**src/rtl/square_sequencer.sv**
```systemverilog
// ============================================================================
// Module   : square_sequencer
// Purpose  : Note sequencer and amplitude controller for the square-wave
//            voice. Queues note commands, generates the sample step strobe,
//            counts note length in frames and scales the generator output
//            by a decaying 4-bit volume envelope.
// Revision : 1.0 - initial release
// ----------------------------------------------------------------------------
// Ports
//   clk_in          system clock
//   rst_in          asynchronous active-high reset
//   cmd_valid_in    command present
//   cmd_ready_out   command can be accepted (queue not full)
//   cmd_tone_in     [9:0] tone index
//   cmd_vol_in      [3:0] initial volume
//   cmd_len_in      [7:0] note length in frames, 0 = sustain
//   cmd_decay_in    enable envelope decay
//   step_out        one-cycle sample strobe to the generator
//   tone_out        [9:0] tone to the generator
//   gen_rst_out     generator phase reset
//   amp_in          [7:0] signed generator sample
//   amp_out         [7:0] signed enveloped sample (registered)
//   busy_out        high whenever the sequencer is not idle
// Configuration
//   SQUARE_SEQ_QUEUE_EN defined   : QUEUE_DEPTH-entry circular FIFO
//   SQUARE_SEQ_QUEUE_EN undefined : single holding register
// ============================================================================
`default_nettype none

module square_sequencer #(
  parameter int SAMPLE_DIV  = 8333,
  parameter int FRAME_DIV   = 200,
  parameter int QUEUE_DEPTH = 4
) (
  input  logic              clk_in,
  input  logic              rst_in,
  input  logic              cmd_valid_in,
  output logic              cmd_ready_out,
  input  logic [9:0]        cmd_tone_in,
  input  logic [3:0]        cmd_vol_in,
  input  logic [7:0]        cmd_len_in,
  input  logic              cmd_decay_in,
  output logic              step_out,
  output logic [9:0]        tone_out,
  output logic              gen_rst_out,
  input  logic signed [7:0] amp_in,
  output logic signed [7:0] amp_out,
  output logic              busy_out
);

  localparam int c_DIV_W = (SAMPLE_DIV > 1) ? $clog2(SAMPLE_DIV) : 1;
  localparam int c_FRM_W = (FRAME_DIV > 1) ? $clog2(FRAME_DIV) : 1;
  localparam int c_CMD_W = 23;

  typedef enum logic [1:0] {
    S_IDLE  = 2'd0,
    S_START = 2'd1,
    S_PLAY  = 2'd2
  } state_t;

  state_t               r_state;
  state_t               w_state_nxt;
  logic [c_DIV_W-1:0]   r_div_cnt;
  logic [c_FRM_W-1:0]   r_frame_cnt;
  logic                 w_step;
  logic                 w_frame_end;
  logic                 w_frame_tick;
  logic                 w_push;
  logic                 w_pop;
  logic                 w_full;
  logic                 w_empty;
  logic [c_CMD_W-1:0]   w_cmd_in;
  logic [c_CMD_W-1:0]   w_head;
  logic [9:0]           r_tone;
  logic [3:0]           r_vol;
  logic [7:0]           r_len_cnt;
  logic                 r_decay;
  logic [1:0]           r_decay_cnt;
  logic signed [7:0]    r_amp;
  logic signed [12:0]   w_amp_ext;
  logic signed [12:0]   w_vol_ext;
  logic signed [12:0]   w_prod;
  logic                 w_unused_prod_bits;

  // Command packing: {tone, vol, len, decay}
  assign w_cmd_in = {cmd_tone_in, cmd_vol_in, cmd_len_in, cmd_decay_in};
  assign w_push   = cmd_valid_in && cmd_ready_out;
  assign w_pop    = (r_state == S_START);
  assign cmd_ready_out = !w_full;

`ifdef SQUARE_SEQ_QUEUE_EN
  localparam int c_PTR_W = (QUEUE_DEPTH > 1) ? $clog2(QUEUE_DEPTH) : 1;

  logic [c_CMD_W-1:0] r_fifo [QUEUE_DEPTH];
  logic [c_PTR_W-1:0] r_wr_ptr;
  logic [c_PTR_W-1:0] r_rd_ptr;
  logic [c_PTR_W:0]   r_count;

  assign w_full  = (r_count == (c_PTR_W+1)'(QUEUE_DEPTH));
  assign w_empty = (r_count == '0);
  assign w_head  = r_fifo[r_rd_ptr];

  // Storage carries no reset; validity is tracked by r_count alone.
  always_ff @(posedge clk_in) begin
    if (w_push) r_fifo[r_wr_ptr] <= w_cmd_in;
  end

  // Depth is a power of two, so the pointers wrap by natural overflow.
  always_ff @(posedge clk_in or posedge rst_in) begin
    if (rst_in) begin
      r_wr_ptr <= '0;
      r_rd_ptr <= '0;
      r_count  <= '0;
    end else begin
      if (w_push) r_wr_ptr <= r_wr_ptr + 1'b1;
      if (w_pop)  r_rd_ptr <= r_rd_ptr + 1'b1;
      if (w_push && !w_pop)      r_count <= r_count + 1'b1;
      else if (w_pop && !w_push) r_count <= r_count - 1'b1;
    end
  end
`else
  localparam int c_unused_depth = QUEUE_DEPTH;

  logic               r_held;
  logic [c_CMD_W-1:0] r_hold;

  assign w_full  = r_held;
  assign w_empty = !r_held;
  assign w_head  = r_hold;

  always_ff @(posedge clk_in) begin
    if (w_push) r_hold <= w_cmd_in;
  end

  // Push and pop never coincide here: ready is low whenever a pop is possible.
  always_ff @(posedge clk_in or posedge rst_in) begin
    if (rst_in)      r_held <= 1'b0;
    else if (w_push) r_held <= 1'b1;
    else if (w_pop)  r_held <= 1'b0;
  end
`endif

  // Free-running sample divider
  assign w_step = (r_div_cnt == c_DIV_W'(SAMPLE_DIV - 1));

  always_ff @(posedge clk_in or posedge rst_in) begin
    if (rst_in)      r_div_cnt <= '0;
    else if (w_step) r_div_cnt <= '0;
    else             r_div_cnt <= r_div_cnt + 1'b1;
  end

  assign w_frame_end  = (r_frame_cnt == c_FRM_W'(FRAME_DIV - 1));
  assign w_frame_tick = (r_state == S_PLAY) && w_step && w_frame_end;

  // FSM state register
  always_ff @(posedge clk_in or posedge rst_in) begin
    if (rst_in) r_state <= S_IDLE;
    else        r_state <= w_state_nxt;
  end

  // FSM next state. A sustained note (len 0) only yields on a frame tick.
  always_comb begin
    w_state_nxt = r_state;
    case (r_state)
      S_IDLE:  if (!w_empty) w_state_nxt = S_START;
      S_START: w_state_nxt = S_PLAY;
      S_PLAY: begin
        if (w_frame_tick) begin
          if (r_len_cnt != 8'd0) begin
            if (r_len_cnt == 8'd1) w_state_nxt = w_empty ? S_IDLE : S_START;
          end else if (!w_empty) begin
            w_state_nxt = S_START;
          end
        end
      end
      default: w_state_nxt = S_IDLE;
    endcase
  end

  // Note parameters, frame counter and envelope
  always_ff @(posedge clk_in or posedge rst_in) begin
    if (rst_in) begin
      r_tone      <= '0;
      r_vol       <= '0;
      r_len_cnt   <= '0;
      r_decay     <= 1'b0;
      r_decay_cnt <= '0;
      r_frame_cnt <= '0;
    end else if (r_state == S_START) begin
      {r_tone, r_vol, r_len_cnt, r_decay} <= w_head;
      r_frame_cnt <= '0;
      r_decay_cnt <= '0;
    end else if ((r_state == S_PLAY) && w_step) begin
      if (w_frame_end) begin
        r_frame_cnt <= '0;
        if (r_len_cnt != 8'd0) r_len_cnt <= r_len_cnt - 8'd1;
        if (r_decay) begin
          r_decay_cnt <= r_decay_cnt + 2'd1;
          // Volume steps down every fourth frame and holds at zero.
          if ((r_decay_cnt == 2'd3) && (r_vol != 4'd0)) r_vol <= r_vol - 4'd1;
        end
      end else begin
        r_frame_cnt <= r_frame_cnt + 1'b1;
      end
    end
  end

  // Envelope: amp * vol / 16. The product fits in 12 bits, so [11:4] is exact.
  assign w_amp_ext = {{5{amp_in[7]}}, amp_in};
  assign w_vol_ext = {9'd0, r_vol};
  assign w_prod    = w_amp_ext * w_vol_ext;
  assign w_unused_prod_bits = ^{w_prod[12], w_prod[3:0]};

  // Keyed on the next state so the output is already zero in the first IDLE cycle.
  always_ff @(posedge clk_in or posedge rst_in) begin
    if (rst_in)                      r_amp <= '0;
    else if (w_state_nxt == S_IDLE)  r_amp <= '0;
    else                             r_amp <= w_prod[11:4];
  end

  assign step_out    = w_step;
  assign tone_out    = r_tone;
  assign gen_rst_out = (r_state != S_PLAY);
  assign amp_out     = r_amp;
  assign busy_out    = (r_state != S_IDLE);

endmodule

`default_nettype wire

```
**config.mk**
```make
export PLATFORM = sky130hd
export DESIGN_NAME = square_sequencer
export DESIGN_NICKNAME = d
export VERILOG_FILES = /design/src/rtl/square_sequencer.sv
export SDC_FILE = /design/constraint.sdc
export NUM_CORES = 1
export LEC_CHECK = 0
export ABC_AREA = 1
export CORE_MARGIN = 4
export CORE_UTILIZATION = 30
export DETAILED_ROUTE_END_ITERATION = 6
export REMOVE_ABC_BUFFERS = 1
export SLEW_MARGIN = 15
export SYNTH_ARGS = -nofsm -noshare
export SYNTH_HDL_FRONTEND = slang
export SYNTH_SLANG_ARGS = --single-unit
```
**constraint.sdc**
```tcl
create_clock -name clk_in -period 3.9 [get_ports clk_in]
set_clock_uncertainty 0.2 [all_clocks]
set_input_delay 0.39 -clock clk_in [delete_from_list [all_inputs] [get_ports clk_in]]
set_output_delay 0.39 -clock clk_in [all_outputs]
set_load 0.02 [all_outputs]
```
Word level (Yosys, flattened, before mapping)
Index checks and enable logic that the tools add are counted.

Reductions and logical operators: 19. Multiplexer cells: 26. Multiply operators: 1. Eq/ne operators: 7. Add/sub/neg operators: 5.

Operators with widths (number): $mux W8 (8); $mux W4 (5); $mux W2 (8); $add A14 B1 Y14 const B (1); $eq A14 B14 Y1 const B (1); $mux W14 (1); $reduce_bool A2 Y1 (7); $mul A8 B5 Y12 (1); $add A8 B1 Y8 const B (1); $eq A8 B1 Y1 const B (1); $eq A8 B8 Y1 const B (1); $reduce_bool A8 Y1 (1); $sub A8 B1 Y8 const B (1); $pmux W2 S3 (1); $reduce_and A3 Y1 (2); $eq A2 B2 Y1 const B (2); $logic_and A1 B1 Y1 (4); $logic_not A2 Y1 (2); $reduce_and A4 Y1 (1); $reduce_bool A4 Y1 (1); $sub A4 B1 Y4 const B (1); $mux W1 (3); $add A2 B1 Y2 const B (1); $eq A2 B1 Y1 const B (1); 2 further kinds (2).

Bits of input ports: 34. Logic and storage cells: 69. Flip-flop bits (word level): 81. Output and inout port bits: 22.

Depth between registers and ports, before layout
Word-level depth: 7. Mapped depth: 19. Depth with buffers taken out: 18.

Worst setup path after synthesis
No wires, ideal clock.

Path type: register to register. Start point: register r_vol[3]. End point: register r_amp[7], in the netlist amp_out[7]. Data arrival time: 3.050 ns. Data required time: 3.631 ns. Cell stages (with the launch flop): 17. Path buffers: 1. Setup slack: 0.581 ns. Setup time: 0.069 ns. Clock period less this slack: 3.319 ns. Path through: dfrtp_1 > buf_2 > nand2_1 > inv_1 > ha_1 > fa_1 > inv_1 > fa_1 > inv_1 > ha_1 > nand2_1 > nor3_1 > nor3b_1 > nor2_1 > nand3_1 > nand2_1 > nor2_2.

Word-level cells in the longest chain between the ends: 2.

RTL lines: start, declared (line 75) `logic [3:0] r_vol;`; start signal, assigned (line 190) `{r_tone, r_vol, r_len_cnt, r_decay} <= w_head;`; start signal, assigned (line 200) `if ((r_decay_cnt == 2'd3) && (r_vol != 4'd0)) r_vol <= r_vol - 4'd1;`; $mul A8 B5 Y12 (line 211) `assign w_prod = w_amp_ext * w_vol_ext;`; $mux W8 (line 217) `else if (w_state_nxt == S_IDLE) r_amp <= '0;`; end signal, assigned (line 218) `else r_amp <= w_prod[11:4];`; end, declared (line 79) `logic signed [7:0] r_amp;`.

Every way passes these cells. A chain may end at the register's enable or synchronous reset.

Worst setup path after layout
Start point: input port amp_in[4]. End point: register r_amp[7], in the netlist amp_out[7].

Word-level cells in the longest chain between the ends: 2.

RTL lines: start, declared (line 46) `input logic signed [7:0] amp_in,`; $mul A8 B5 Y12 (line 211); $mux W8 (line 217).

Every way passes these cells.

==> run_results.csv <==
group,metric,value,unit
finish,num_antenna_cells,0,
clock_tree,clockRootBuffer,"clkbuf_16",
clock_tree,path_clk_slew,0.06,ns
power,power_density,344,nW/um2
timing,tightest_slew,0.938,ns
global_route,grt_max_degree,41,
global_route,grt_pass1_vias,3614,
min_path,hold_start,"r_hold[13]$_DFFE_PP_",
global_route,track_usage,0.112,
outcome,status,"finished, final reports clean",
critical_path,rr_endpoint,"amp_out[7]$_DFF_PP0_",
critical_path,worstSetupPathType,"in -> reg",
critical_path,endpoint,"amp_out[7]$_DFF_PP0_",
power,peakVddDrop,210,uV
clock_tree,clkSinkCount,81,
logic_synthesis,synthDistinctLibCells,41,
place,place.gp.congestion,0.777,
timing,finalCriticalPeriod,3.60,ns
route,drt-wirelength-per-cell,11.0,um
floorplanning,dieArea,18800,um2
finish,layout-drive-gt1-share,0.112,
timing,setup_viol,0,
critical_path,worstSetupStartpointType,"input port",
floorplanning,core-area,16100,um2
clock_tree,numCtsBuffers,9,
finish,fillers,1656,
place,hpwl,7.35,mm
logic_synthesis,syn_area_per_cell,8.46,um2
place,port-buffer-count,55,
place,pre_cts_ws,-0.0250,ns
finish,post-route-util,0.380,
critical_path,crit_buf_inv,5,
clock_tree,cts_tree,"built",
global_route,overflow,0,
finish,fin_nets,729,
timing,period_share,0.922,
critical_path,end_kind,"flip-flop",
critical_path,path_delay_family,"adder cells",
critical_path,max_stage_delay,0.54,ns
floorplanning,rows,46,
global_route,grt_pass1_wl,16.7,mm
clock_tree,htree_num_levels,3,
clock_tree,clk_latency,0.35,ns
min_path,hold_path_class,"reg -> reg",
critical_path,cp_common_cell,"inv_1",
critical_path,worstPathArrival,3.67,ns
floorplanning,initial_core_util,0.310,
route,drc,0,
critical_path,crit_chain,"clkdlybuf4s50_1 > nand2_1 > inv_1 > ha_1 > fa_1 > inv_1 > fa_1 > inv_1 > ha_1 > nand2_1 > inv_1 > nand3_1 > nor3b_1 > nor2_1 > nand3_1 > nand2_1 > nor2_2",
logic_synthesis,ys_warn_count,0,
timing,slew_headroom,0.374,
timing,finalHoldViolations,0,
critical_path,ff2ff_path_depth,16,
finish,areaGrowthSynthToFinish,22.7,%
timing,slew_violations,0,
critical_path,critPathSlowestCell,"fa_1",
route,firstDrtPassIters,4,
global_route,grt_antenna_before_repair,0,
job,maxCapViolCount,0,
power,p_leak,3.08,nW
clock_tree,clock_path_buffers,2,
logic_synthesis,ys_seq_area_frac,0.429,
route,detail-route-antenna-nets,0,
critical_path,crit_cells,17,
timing,max_freq,0.278,GHz
floorplanning,die_h,137,um
critical_path,worstPathRequired,3.97,ns
route,wirelength,9.65,mm
timing,rsz0062_at_grt,"false",
route,vias,3667,
logic_synthesis,ys_seq_elements,81,
critical_path,path_max_fanout,4,
power,p_total,2.11,mW
floorplanning,ios,56,
logic_synthesis,syn-cell-area,5000,um2
critical_path,rr_startpoint,"r_vol[2]$_DFFE_PP0P_",
floorplanning,die_x,137,um
critical_path,crit_path_start,"amp_in[4]",
route,drtIter0Drc,115,
logic_synthesis,syn_inst,591,
route,vias_per_cell,4.19,
timing,setup_slack,0.304,ns
critical_path,worst-r2r-setup-slack,0.36,ns
per-stage QoR:
step | hold slack, ns | cells | setup TNS, ns | area, um2
6_report | 0.244 | 875 | 0 | 6130
5_1_grt | 0.275 | 875 | 0 | 6130
4_1_cts | 0.247 | 875 | 0 | 6130
3_5_place_dp | 0.231 | 859 | -0.0250 | 5810
3_3_place_gp | 0.228 | 859 | 0 | 5810
2_1_floorplan | 0.226 | 581 | 0 | 4940
cell usage in the layout (no fill, tap or decap), drive strengths merged:
master | synthesis | layout
nand2 | 165 | 165
inv | 115 | 120
nor2 | 63 | 63
dfrtp | 58 | 58
clkdlybuf4s50 | 0 | 55
o21ai | 34 | 34
nand3 | 32 | 32
ha | 26 | 26
edfxtp | 23 | 23
fa | 15 | 15
xor2 | 12 | 12
clkbuf | 2 | 10
buf | 8 | 7
a21oi | 7 | 7
xnor2 | 6 | 6
o21a | 4 | 4
nor3 | 4 | 4
a31oi | 4 | 4
clkinv | 2 | 2
or2 | 2 | 2
nand4 | 2 | 2
a22o | 1 | 1
o31ai | 1 | 1
o21bai | 1 | 1
nor3b | 1 | 1
a21o | 1 | 1
nor4 | 1 | 1
o211ai | 1 | 1
bufinv | 0 | 1
report_power, final:
part	total (mW)	internal (mW)	switching (mW)	leakage (nW)
clock network	0.906	0.529	0.377	0.158
registers	0.913	0.906	0.00737	0.922
logic	0.292	0.136	0.155	2.00
total	2.11	1.57	0.539	3.08
worst reg2reg max path: stages (launching register included):
cell and delay, ns:
dfrtp_2 0.49, nand2_1 0.09, inv_1 0.04, ha_1 0.30, fa_1 0.53, inv_1 0.05
fa_1 0.54, inv_1 0.05, ha_1 0.34, nand2_1 0.09, inv_1 0.07, nand3_1 0.09
nor3b_1 0.28, nor2_1 0.09, nand3_1 0.07, nand2_1 0.06, nor2_2 0.10
layer usage:
metal	routed length [um]	track usage	part of all wire	vias to the layer above
li1	-	-	-	1950
met1	4670	0.147	0.48	1651
met2	4450	0.178	0.46	53
met3	372	0.0279	0.039	13
met4	152	0.0432	0.016	0
met5	0	0	0	-
how the worst min path moves through the flow:
stage,endpoint,slack [ns],depth (start not counted)
5_1_grt,tone_out[2]$_DFFE_PP0P_,0.28,2
3_5_place_dp,tone_out[0]$_DFFE_PP0P_,0.23,2
3_3_place_gp,tone_out[5]$_DFFE_PP0P_,0.23,2
4_1_cts,tone_out[0]$_DFFE_PP0P_,0.25,2
6_report,tone_out[0]$_DFFE_PP0P_,0.24,2
2_1_floorplan,tone_out[0]$_DFFE_PP0P_,0.23,2
synthesized netlist by cell type:
library cell    n  area, um2
a22o_1          1       8.76
o211ai_1        1       7.51
nor3_1          4       20.0
nand3_1        29        145
nand2_1       155        582
a21o_1          1       7.51
ha_1           26        325
nand2_2         5       31.3
nand4_1         1       6.26
dfrtp_1        58       1450
nor2_1         43        161
nor2_8          3       60.1
nand4_2         1       12.5
or2_2           1       6.26
a31oi_1         4       25.0
xor2_1         12        105
clkinv_1        1       3.75
a21oi_4         1       16.3
xnor2_1         6       52.6
nor2_2         13       81.3
inv_1         105        394
o21bai_1        1       7.51
o21ai_2         1       8.76
nand3_2         3       30.0
clkbuf_1        2       7.51
o21ai_0        24        120
edfxtp_1       23        691
o21a_1          4       30.0
buf_2           6       30.0
o21ai_1         9       45.0
nor4_1          1       6.26
fa_1           15        300
or2_0           1       6.26
buf_6           2       22.5
nand2_4         5       56.3
a21oi_1         6       30.0
nor3b_1         1       7.51
o31ai_1         1       7.51
clkinv_2        1       5.00
nor2_4          4       45.0
inv_2          10       37.5
kinds of logic after synthesis:
kind of cell | after synthesis | synth area share
and+or+nand+nor | 270 | 0.252
buffers and inverters | 127 | 0.100
adders and majority gates | 41 | 0.125
DFF | 81 | 0.429
AOI/OAI and AO/OA | 54 | 0.0628
xor gates and xnor gates | 18 | 0.0315
what timing repair did:
item,4_1_cts,5_1_grt
endpoints found under the hold margin,0,0
hold buffers,0,0
gates resized for setup,0,2
setup buffers,0,0
endpoints found under the setup margin,0,1
registers in the layout, indices dropped and copies added (netlist names):
name	count
r_state	2
r_hold	23
r_held	1
r_frame_cnt	8
tone_out	10
amp_out	8
r_decay_cnt	2
r_vol	4
r_len_cnt	8
r_decay	1
r_div_cnt	14
area by class of cell:
cell class	instances	area, um2	area share
clock buffers	10	239	0.0390
clock inverters	6	78.8	0.0129
inverters	117	440	0.0718
multi-input cells	383	2350	0.384
flip-flops and latches	81	2140	0.350
well taps	216	270	0.0441
repair buffers	62	603	0.0984
No activity file was read; power rests on OpenSTA's default activity.
